$ cat config.mk
export PLATFORM = sky130hd
export DESIGN_NAME = alu_arbiter
export DESIGN_NICKNAME = d
export VERILOG_FILES = /design/src/rtl/alu_arbiter.sv
export SDC_FILE = /design/constraint.sdc
export NUM_CORES = 1
export LEC_CHECK = 0
export ABC_AREA = 1
export BUFFER_PORTS_ARGS = -buffer_cell sky130_fd_sc_hd__buf_2
export CORE_ASPECT_RATIO = 1.25
export CORE_MARGIN = 8
export CORE_UTILIZATION = 42
export CTS_CLUSTER_DIAMETER = 50
export DETAILED_ROUTE_END_ITERATION = 12
export GPL_TIMING_DRIVEN = 0
export MAX_ROUTING_LAYER = met4
export PLACE_DENSITY = 0.76
export SYNTH_ARGS = -nofsm -noshare
export SYNTH_HDL_FRONTEND = slang
export SYNTH_SLANG_ARGS = --single-unit
$ cat constraint.sdc
create_clock -name i_CLK -period 1.3 [get_ports i_CLK]
set_input_delay 0.26 -clock i_CLK [delete_from_list [all_inputs] [get_ports i_CLK]]
set_output_delay 0.26 -clock i_CLK [all_outputs]
set_load 0.02 [all_outputs]
$ cat src/rtl/alu_arbiter.sv
// alu_arbiter: shares one registered ALU between two requesters.
// Round-robin grant between requester 0 and 1, operands held in registers that
// drive the ALU, fixed-latency wait, then result/flags/id presented on a
// response channel with backpressure.
//
// Ports
//   i_CLK, i_RSTn                     clock, async active-low reset
//   i_reqN_valid / o_reqN_ready       request handshake, N = 0,1
//   i_reqN_arg0, i_reqN_arg1          operands (WIDTH, signed)
//   i_reqN_oper                       ALU operation code (2)
//   o_alu_arg0, o_alu_arg1, o_alu_oper  held operands to the ALU
//   i_alu_result, i_alu_flag          ALU outputs
//   o_rsp_valid / i_rsp_ready         response handshake
//   o_rsp_id, o_rsp_result, o_rsp_flag  captured response
//
// state   | meaning
// --------+------------------------------------------------------------
// ST_IDLE | arbitrating; one requester ready when any is valid
// ST_WAIT | operands on the ALU, counting down the ALU latency
// ST_RESP | response valid, held until the consumer accepts it

module alu_arbiter #(
   parameter int WIDTH   = 8,
   parameter int LATENCY = 1
) (
   input  logic             i_CLK,
   input  logic             i_RSTn,

   input  logic             i_req0_valid,
   output logic             o_req0_ready,
   input  logic [WIDTH-1:0] i_req0_arg0,
   input  logic [WIDTH-1:0] i_req0_arg1,
   input  logic [1:0]       i_req0_oper,

   input  logic             i_req1_valid,
   output logic             o_req1_ready,
   input  logic [WIDTH-1:0] i_req1_arg0,
   input  logic [WIDTH-1:0] i_req1_arg1,
   input  logic [1:0]       i_req1_oper,

   output logic [WIDTH-1:0] o_alu_arg0,
   output logic [WIDTH-1:0] o_alu_arg1,
   output logic [1:0]       o_alu_oper,
   input  logic [WIDTH-1:0] i_alu_result,
   input  logic [2:0]       i_alu_flag,

   output logic             o_rsp_valid,
   input  logic             i_rsp_ready,
   output logic             o_rsp_id,
   output logic [WIDTH-1:0] o_rsp_result,
   output logic [2:0]       o_rsp_flag
);

   typedef enum logic [1:0] {
      ST_IDLE = 2'd0,
      ST_WAIT = 2'd1,
      ST_RESP = 2'd2
   } state_t;

   localparam logic [3:0] CNT_LOAD = 4'(LATENCY);

   state_t     state;
   state_t     state_nxt;
   logic       last_grant;
   logic       grant_any;
   logic       grant_id;
   logic       req_hs;
   logic       tag_id;
   logic [3:0] wait_cnt;

   // On a tie the requester that was not served last wins.
   always_comb begin
      grant_any = i_req0_valid | i_req1_valid;
      if (i_req0_valid && i_req1_valid) begin
         grant_id = ~last_grant;
      end else begin
         grant_id = i_req1_valid;
      end
   end

   // Readies are gated by reset so nothing looks accepted while held in reset.
   assign o_req0_ready = i_RSTn && (state == ST_IDLE) && grant_any && !grant_id;
   assign o_req1_ready = i_RSTn && (state == ST_IDLE) && grant_any &&  grant_id;
   assign req_hs       = o_req0_ready | o_req1_ready;
   assign o_rsp_valid  = (state == ST_RESP);

   always_ff @(posedge i_CLK or negedge i_RSTn) begin
      if (!i_RSTn) begin
         state <= ST_IDLE;
      end else begin
         state <= state_nxt;
      end
   end

   always_comb begin
      state_nxt = state;
      case (state)
         ST_IDLE: if (req_hs)            state_nxt = ST_WAIT;
         ST_WAIT: if (wait_cnt == 4'd0)  state_nxt = ST_RESP;
         ST_RESP: if (i_rsp_ready)       state_nxt = ST_IDLE;
         default:                        state_nxt = ST_IDLE;
      endcase
   end

   always_ff @(posedge i_CLK or negedge i_RSTn) begin
      if (!i_RSTn) begin
         last_grant   <= 1'b1;
         wait_cnt     <= 4'd0;
         tag_id       <= 1'b0;
         o_alu_arg0   <= '0;
         o_alu_arg1   <= '0;
         o_alu_oper   <= 2'b00;
         o_rsp_id     <= 1'b0;
         o_rsp_result <= '0;
         o_rsp_flag   <= 3'b000;
      end else begin
         if ((state == ST_IDLE) && req_hs) begin
            if (grant_id) begin
               o_alu_arg0 <= i_req1_arg0;
               o_alu_arg1 <= i_req1_arg1;
               o_alu_oper <= i_req1_oper;
            end else begin
               o_alu_arg0 <= i_req0_arg0;
               o_alu_arg1 <= i_req0_arg1;
               o_alu_oper <= i_req0_oper;
            end
            tag_id     <= grant_id;
            last_grant <= grant_id;
            wait_cnt   <= CNT_LOAD;
         end else if (state == ST_WAIT) begin
            // Counter starts at LATENCY, so capture lands LATENCY+1 edges after accept.
            if (wait_cnt == 4'd0) begin
               o_rsp_result <= i_alu_result;
               o_rsp_flag   <= i_alu_flag;
               o_rsp_id     <= tag_id;
            end else begin
               wait_cnt <= wait_cnt - 4'd1;
            end
         end
      end
   end

endmodule
**After elaboration in Yosys (flattened, before gate mapping)**

Cells that the tools add are included.

- Register bits after elaboration: 38
- Bits of input ports: 52
- Output and inout bits: 33

- Add/subtract/negate cells: 1
- Equality and inequality tests: 6
- Mux-type cells: 11
- Bitwise gates (word level): 4
- Reduce and logical (&&, ||, !) cells: 13

Operator list:

| kind | count |
|---|---|
| 2-to-1 mux 8 bit | 2 |
| 2-to-1 mux 4 bit | 3 |
| 2-to-1 mux 2 bit | 4 |
| logical AND 1 bit | 6 |
| case mux 2 bit (3 select lines) | 1 |
| AND reduction 3 bit | 2 |
| logical NOT 4 bit | 1 |
| != test 2 x 1 -> 1 bit (second input constant) | 2 |
| != test 2 bit (second input constant) | 2 |
| subtractor 4 x 1 -> 4 bit (second input constant) | 1 |
| == test 2 x 1 -> 1 bit (second input constant) | 1 |
| == test 2 bit (second input constant) | 1 |
| logical NOT 2 bit | 1 |
| inverter 1 bit | 2 |
| OR 1 bit | 2 |
| AND reduction 2 bit | 1 |
| nonzero test 2 bit | 1 |
| logical NOT 1 bit | 1 |
| 2-to-1 mux 1 bit | 1 |

**Depth between registers and ports, before layout**

Gate-level depths: netlist of the first run.

- Depth after elaboration: 8
- Mapped depth: 8

**Worst setup path before layout of the first run**

No wires, ideal clock.

- Path kind: reg-to-output
- Start point: reg last_grant
- End point: out o_req0_ready
- Arrival time: 1.163 ns
- Slack: -0.123 ns
- Cell stages (with the launch flop): 6
- Buffers on the path: 1
- Cell sequence: dfstp_2 nand2_1 nand2_1 inv_2 buf_4 nor2_1

- Cells in the longest elaborated chain, start to end: 4

Ends and longest elaborated chain:

| element | line | source |
|---|---|---|
| start, declared | 64 | `logic last_grant;` |
| start signal, assigned | 128 | `last_grant <= grant_id;` |
| inverter 1 bit | 75 | `grant_id = ~last_grant;` |
| 2-to-1 mux 1 bit | 74 | `if (i_req0_valid && i_req1_valid) begin` |
| logical NOT 1 bit | 82 | `assign o_req0_ready = i_RSTn && (state == ST_IDLE) && grant_any && !grant_id;` |
| logical AND 1 bit | 82 |  |
| end, declared | 30 | `output logic o_req0_ready,` |

No other way between the ends.

**Worst setup path after layout of the first run**

- Start point: reg state[1]
- End point: out o_req0_ready

- Cells in the longest elaborated chain, start to end: 4

Ends and longest elaborated chain:

| element | line | source |
|---|---|---|
| start, declared | 62 | `state_t state;` |
| start signal, assigned | 91 | `state <= state_nxt;` |
| logical NOT 2 bit | 82 |  |
| logical AND 1 bit (3 in series) | 82 |  |

No other way between the ends.

==> flow_metrics.tcl, run 1 <==
set metrics [dict create \
    drc 0 \
    slowest_delay_ns 0.40 \
    initial_core_util_pct 43.15 \
    p_per_area_mw_per_mm2 2217 \
    p_leak_nw 1.567 \
    setup_ws_ns -0.2590 \
    synth_common_cells "nand2_1, dfrtp_1, inv_1, o21ai_2, nand3_1" \
    wl_mm 4.986 \
    cp_max_fo 4 \
    first_global_vias 1787 \
    synthesis.nets 290 \
    async_flop_share_pct 100.0 \
    holdWs_ns -0.05884 \
    path_class "register to primary output" \
    critPathCaptureType "primary output" \
    worstMarginPinSlew_ns 0.4916 \
    avgRoutedWirePerCell_um 12.65 \
    rows 27 \
    slew_violations 0 \
    syn_avg_cell_area_um2 7.968 \
    cts_sinks 38 \
    finalClockSkew_ns 0.006178 \
    drt_iter0_drc 31 \
    hold_viol_final 37 \
    worstPathRequired_ns 1.04 \
    design_area_mm2 0.002701 \
    violations "hold timing, setup timing" \
    ys_ff_latch 38 \
    cp_slowest_cell "dfrtp_1" \
    overflow 0 \
    grt_max_degree 40 \
    post-route-min-period_ns 1.559 \
    synth_seq_area_share_pct 50.63 \
    dr.pass1.iters 4 \
    fin_crit_sh_pct 119.9 \
    yosysWarnings 0 \
    synth_area_mm2 0.001881 \
    coreArea_mm2 0.004358 \
    antenna_found_initial 0 \
    fmax_mhz 641.4 \
    synth_area_leader_cell "dfrtp_1" \
    grt.total_usage_pct 15.39 \
    cts.clk_slew.worst_paths_ns 0.07 \
    nets 389 \
    worstHoldPathType "primary input to async pin" \
    vias_per_cell 4.500 \
    crit_chain "nor2_2 > nand3_4 > buf_8 > nor2_4 > buf_6" \
    gp_congestion 0.7983 \
    antenna_cells 0 \
    dieWidth_um 75.85 \
    clock-root-buffer "clkbuf_8" \
    htree_num_levels 2 \
    synth_most_common_cell "nand2_1" \
    synthCells 236 \
    worst_ir_drop_vdd_mv 0.9279 \
    ys.flop_type "dfrtp_1" \
    rsz0062_at_grt "yes" \
    ant_nets 0 \
    synth-edff-count 0 \
    final.setup.tns_ns -0.4977 \
    arrival_ns 1.30 \
    port_buffers 84 \
    areaGrowthSynthToFinish_pct 43.65 \
    crit_family "flip-flops" \
    fillers 394 \
    place_area_mm2 0.002381 \
    die-area_mm2 0.006888 \
    relSlewSlack_pct 67.22 \
    cts_tree "built" \
    clk_latency_ns 0.29 \
    dp_hpwl_mm 3.490 \
    status "finished, violations left" \
    pin_count 85 \
    grt_pass1_wl_mm 8.010 \
    critPathBufInv 2 \
    drive_gt1_share_pct 48.21 \
    synth_top_area_share_pct 49.23 \
    setup_violations 4 \
    cts_buffer_depth 2 \
    critPathLaunchType "register" \
    ys_types 22 \
    die_h_um 90.81 \
    cts_made_buffers 5 \
    synth_area_leaders "dfrtp_1, nand2_1, o21ai_2" \
    vias 1773 \
    max_cap_viol_count 0 \
]
==> sequential cells by signal (all words and copies together), names as in the netlist <==
register and flops:
o_alu_arg0 8, o_rsp_result 8, last_grant 1, wait_cnt 4, o_rsp_id 1, tag_id 1, o_alu_oper 2, o_alu_arg1 8
state 2, o_rsp_flag 3
==> cell type report <==
| type | instances | area (um^2) | share of cell area [%] |
|---|---|---|---|
| flip-flops and latches | 38 | 952.2 | 35.25 |
| clock inverters | 1 | 5.005 | 0.1853 |
| well taps | 58 | 72.57 | 2.686 |
| clock buffers | 7 | 86.33 | 3.196 |
| plain buffers | 7 | 82.58 | 3.057 |
| multi-input cells | 168 | 875.8 | 32.42 |
| inverters | 22 | 90.09 | 3.335 |
| repair buffers | 93 | 536.8 | 19.87 |
==> per-layer routing <==
layer / up-vias / GRT usage [%] / part of all wire (%)
met4: 0 / 4.823 / 1.3
met5: - / - / 0
met3: 6 / 4.778 / 8.3
met1: 794 / 18.40 / 43
li1: 907 / - / -
met2: 66 / 23.69 / 48
==> cells by family (layout without fill, tap and decap cells) <==
kind of cell               after synthesis  after routing  share of synthesized area (%)
and+or+nand+nor                        149            149                          32.34
buffers and inverters                   30            130                          8.383
AOI/OAI and AO/OA                       16             16                          6.853
DFF                                     38             38                          50.63
xor gates and xnor gates                 1              1                         0.4658
adders and majority gates                2              2                          1.330
==> path summary, 6_finish.rpt <==
path                                      startpoint                     endpoint  slack (ns)  cells after the start
max in group asynchronous                     i_RSTn       last_grant$_DFFE_PN1P_        1.00                      1
min in group i_CLK                       i_rsp_ready         state[1]$_DFFE_PN0P_        0.15                      2
hold reg to reg            o_alu_arg0[3]$_DFFE_PN0P_    o_alu_arg0[3]$_DFFE_PN0P_        0.47                      2
setup reg to reg              last_grant$_DFFE_PN1P_    o_alu_arg1[4]$_DFFE_PN0P_       -0.01                      9
hold / removal                                i_RSTn  o_rsp_result[4]$_DFFE_PN0P_       -0.06                      1
setup / recovery                state[1]$_DFFE_PN0P_                 o_req0_ready       -0.26                      5
==> power breakdown <==
group | internal, mW | switching (mW)
Sequential | 1.74 | 0.294
Combinational | 1.20 | 1.93
Clock | 0.428 | 0.397
==> placed cells by master, fill, tap and decap left out, drive strengths merged <==
master	n
inv	21
o22ai	1
nand4	1
o31ai	1
nor2	6
buf	99
o21ai	13
xor2	1
a21oi	1
dfrtp	37
nand3	7
nand2	135
ha	2
dfstp	1
clkbuf	8
clkinv	2
==> timing repair <==
item / CTS / global route
setup endpoints to repair: 28 / 31
gates cloned: 1 / 0
resized for setup: 17 / 39
pin swaps: 3 / 30
hold endpoints to repair: 37 / 37
buffers inserted: 8 / 1
==> per-stage QoR <==
stage          utilization [%]  cells  power (mW)  worst slack, ns
5_1_grt                  61.99    394       6.474          -0.3384
6_report                 61.99    394       5.989          -0.2590
3_3_place_gp             54.64    378       4.822          -0.7216
3_5_place_dp             54.64    378       4.885          -0.7205
2_1_floorplan                -    236       3.988          0.01536
4_1_cts                  59.66    394       5.948          -0.2788
Power figures use the tool's default switching activity.
==> run 2: changes to the inputs <==
--- a/config.mk
+++ b/config.mk
@@ -15,6 +15,7 @@
 export GPL_TIMING_DRIVEN = 0
 export MAX_ROUTING_LAYER = met4
 export PLACE_DENSITY = 0.76
+export SKIP_LAST_GASP = 1
 export SYNTH_ARGS = -nofsm -noshare
 export SYNTH_HDL_FRONTEND = slang
 export SYNTH_SLANG_ARGS = --single-unit
==> run 2 against run 1 <==
Against the previous run: the run still ends with hold timing, setup timing left; worst hold slack is essentially flat; first-iteration DRC count grew 6.5%; register-to-register slack is essentially flat; global-route usage is the same; routed wire length shrank 0.12%; sequential share of layout area is essentially flat; clock skew is essentially flat; non-clock buffer count is the same; cell area is essentially flat; utilization shrank 0.057 points; clock power is essentially flat.
==> flow_metrics.tcl, run 2 (synthesized netlist as in run 1, its figures left out) <==
set metrics [dict create \
    status "finished, violations left" \
    violations "hold timing, setup timing" \
    reg2reg_to "o_alu_arg1[4]$_DFFE_PN0P_" \
    cp_max_fo 4 \
    drt_iter0_drc 33 \
    nets 389 \
    dp_hpwl_mm 3.490 \
    ant_nets 0 \
    cts_sinks 38 \
    grt_pass1_wl_mm 8.010 \
    drc 0 \
    wl_mm 4.980 \
    hold_viol_final 37 \
    grt_max_degree 40 \
    final_common_cell "nand2_1" \
    fmax_mhz 641.6 \
    initial_core_util_pct 43.15 \
    dr.pass1.iters 4 \
    largest_registers "o_alu_arg0: 8 flops, o_alu_arg1: 8 flops, o_rsp_result: 8 flops" \
    grt.total_usage_pct 15.39 \
    final_cells 394 \
    path_class "register to primary output" \
    cts_buffer_depth 2 \
    worstPathRequired_ns 1.04 \
    critPathCaptureType "primary output" \
    slowest_delay_ns 0.40 \
    die-area_mm2 0.006888 \
    final_util_pct 61.93 \
    rsz0062_at_grt "yes" \
    post-route-min-period_ns 1.559 \
    p_per_area_mw_per_mm2 2218 \
    rows 27 \
    drive_gt1_share_pct 47.92 \
    slew_violations 0 \
    reg2reg_slack_ns 0 \
    antenna_cells 0 \
    port_buffers 84 \
    htree_num_levels 2 \
    p_leak_nw 1.567 \
    areaGrowthSynthToFinish_pct 43.51 \
    cts.clk_slew.worst_paths_ns 0.07 \
    dieWidth_um 75.85 \
    r2r_start "last_grant$_DFFE_PN1P_" \
    finalClockSkew_ns 0.006160 \
    finalPower_mw 5.986 \
    die_h_um 90.81 \
    relSlewSlack_pct 67.23 \
    crit_chain "nor2_2 > nand3_4 > buf_8 > nor2_4 > buf_6" \
    cts_tree "built" \
    worst_ir_drop_vdd_mv 0.9279 \
    coreArea_mm2 0.004358 \
    cts_made_buffers 5 \
    critPathLaunchType "register" \
    reg2reg_depth 9 \
    final_cell_mix "nand2_1, buf_2, dfrtp_1" \
    avgRoutedWirePerCell_um 12.64 \
    clock-root-buffer "clkbuf_8" \
    vias_per_cell 4.515 \
    setup_violations 3 \
    pin_count 85 \
    setup_ws_ns -0.2587 \
    overflow 0 \
    worstMarginPinSlew_ns 0.4915 \
    dp_cells 378 \
    cp_slowest_cell "dfrtp_1" \
    antenna_found_initial 0 \
    worstHoldPathType "primary input to async pin" \
    holdWs_ns -0.05914 \
    vias 1779 \
    max_cap_viol_count 0 \
    arrival_ns 1.30 \
    clk_latency_ns 0.29 \
    first_global_vias 1787 \
    fin_crit_sh_pct 119.9 \
    gp_congestion 0.7983 \
]
[run 2: how the worst max path moves through the flow]
stage / startpoint / to / slack (ns) / depth (start not counted)
global placement: i_RSTn / o_req0_ready / -0.72 / 5
finish: state[1]$_DFFE_PN0P_ / o_req0_ready / -0.26 / 5
global route: state[1]$_DFFE_PN0P_ / o_req0_ready / -0.34 / 5
detailed placement: i_RSTn / o_req0_ready / -0.72 / 5
CTS: state[0]$_DFFE_PN0P_ / o_req0_ready / -0.28 / 5
floorplan: last_grant$_DFFE_PN1P_ / o_req0_ready / 0.02 / 5
[run 2: where the power goes]
| part | internal [mW] | total (mW) | switching [mW] |
|---|---|---|---|
| Clock | 0.428 | 0.825 | 0.397 |
| Sequential | 1.74 | 2.04 | 0.296 |
| Combinational | 1.20 | 3.12 | 1.93 |
[run 2: per-layer routing]
layer	share of wire, %	up-vias	track usage [%]	wire, um
li1	-	908	-	-
met1	43	797	18.40	2125
met2	48	68	23.69	2367
met3	8.5	6	4.778	422
met4	1.3	0	4.823	64
met5	0	-	-	0
[run 2: what timing repair did]
action	CTS	global route
setup endpoints to repair	28	31
buffers inserted	8	1
gates cloned	1	0
pin swaps	3	30
gates resized for setup	15	40
hold endpoints to repair	37	37
[run 2: stage by stage]
| stage | TNS (ns) | worst slack [ns] | cell area (um^2) |
|---|---|---|---|
| detailed placement | -11.48 | -0.7205 | 2381 |
| floorplan | 0 | 0.01536 | 1888 |
| finish | -0.4881 | -0.2587 | 2699 |
| CTS | -0.6230 | -0.2788 | 2595 |
| global route | -2.176 | -0.3384 | 2699 |
| global placement | -11.33 | -0.7216 | 2381 |
[run 2: area by class of cell]
cell class,instances,area [um^2]
Buffer,7,82.58
Clock buffer,7,86.33
Clock inverter,1,5.005
Fill cell,394,1659
Inverter,22,90.09
Multi-Input combinational cell,168,873.3
Sequential cell,38,952.2
Tap cell,58,72.57
Timing Repair Buffer,93,536.8
[run 2: critical path, delay by kind of cell, from the launching register on]
family / cells / cell delay (ns)
flip-flops: 1 / 0.40
AND/OR/NAND/NOR: 3 / 0.33
buffers and inverters: 2 / 0.28
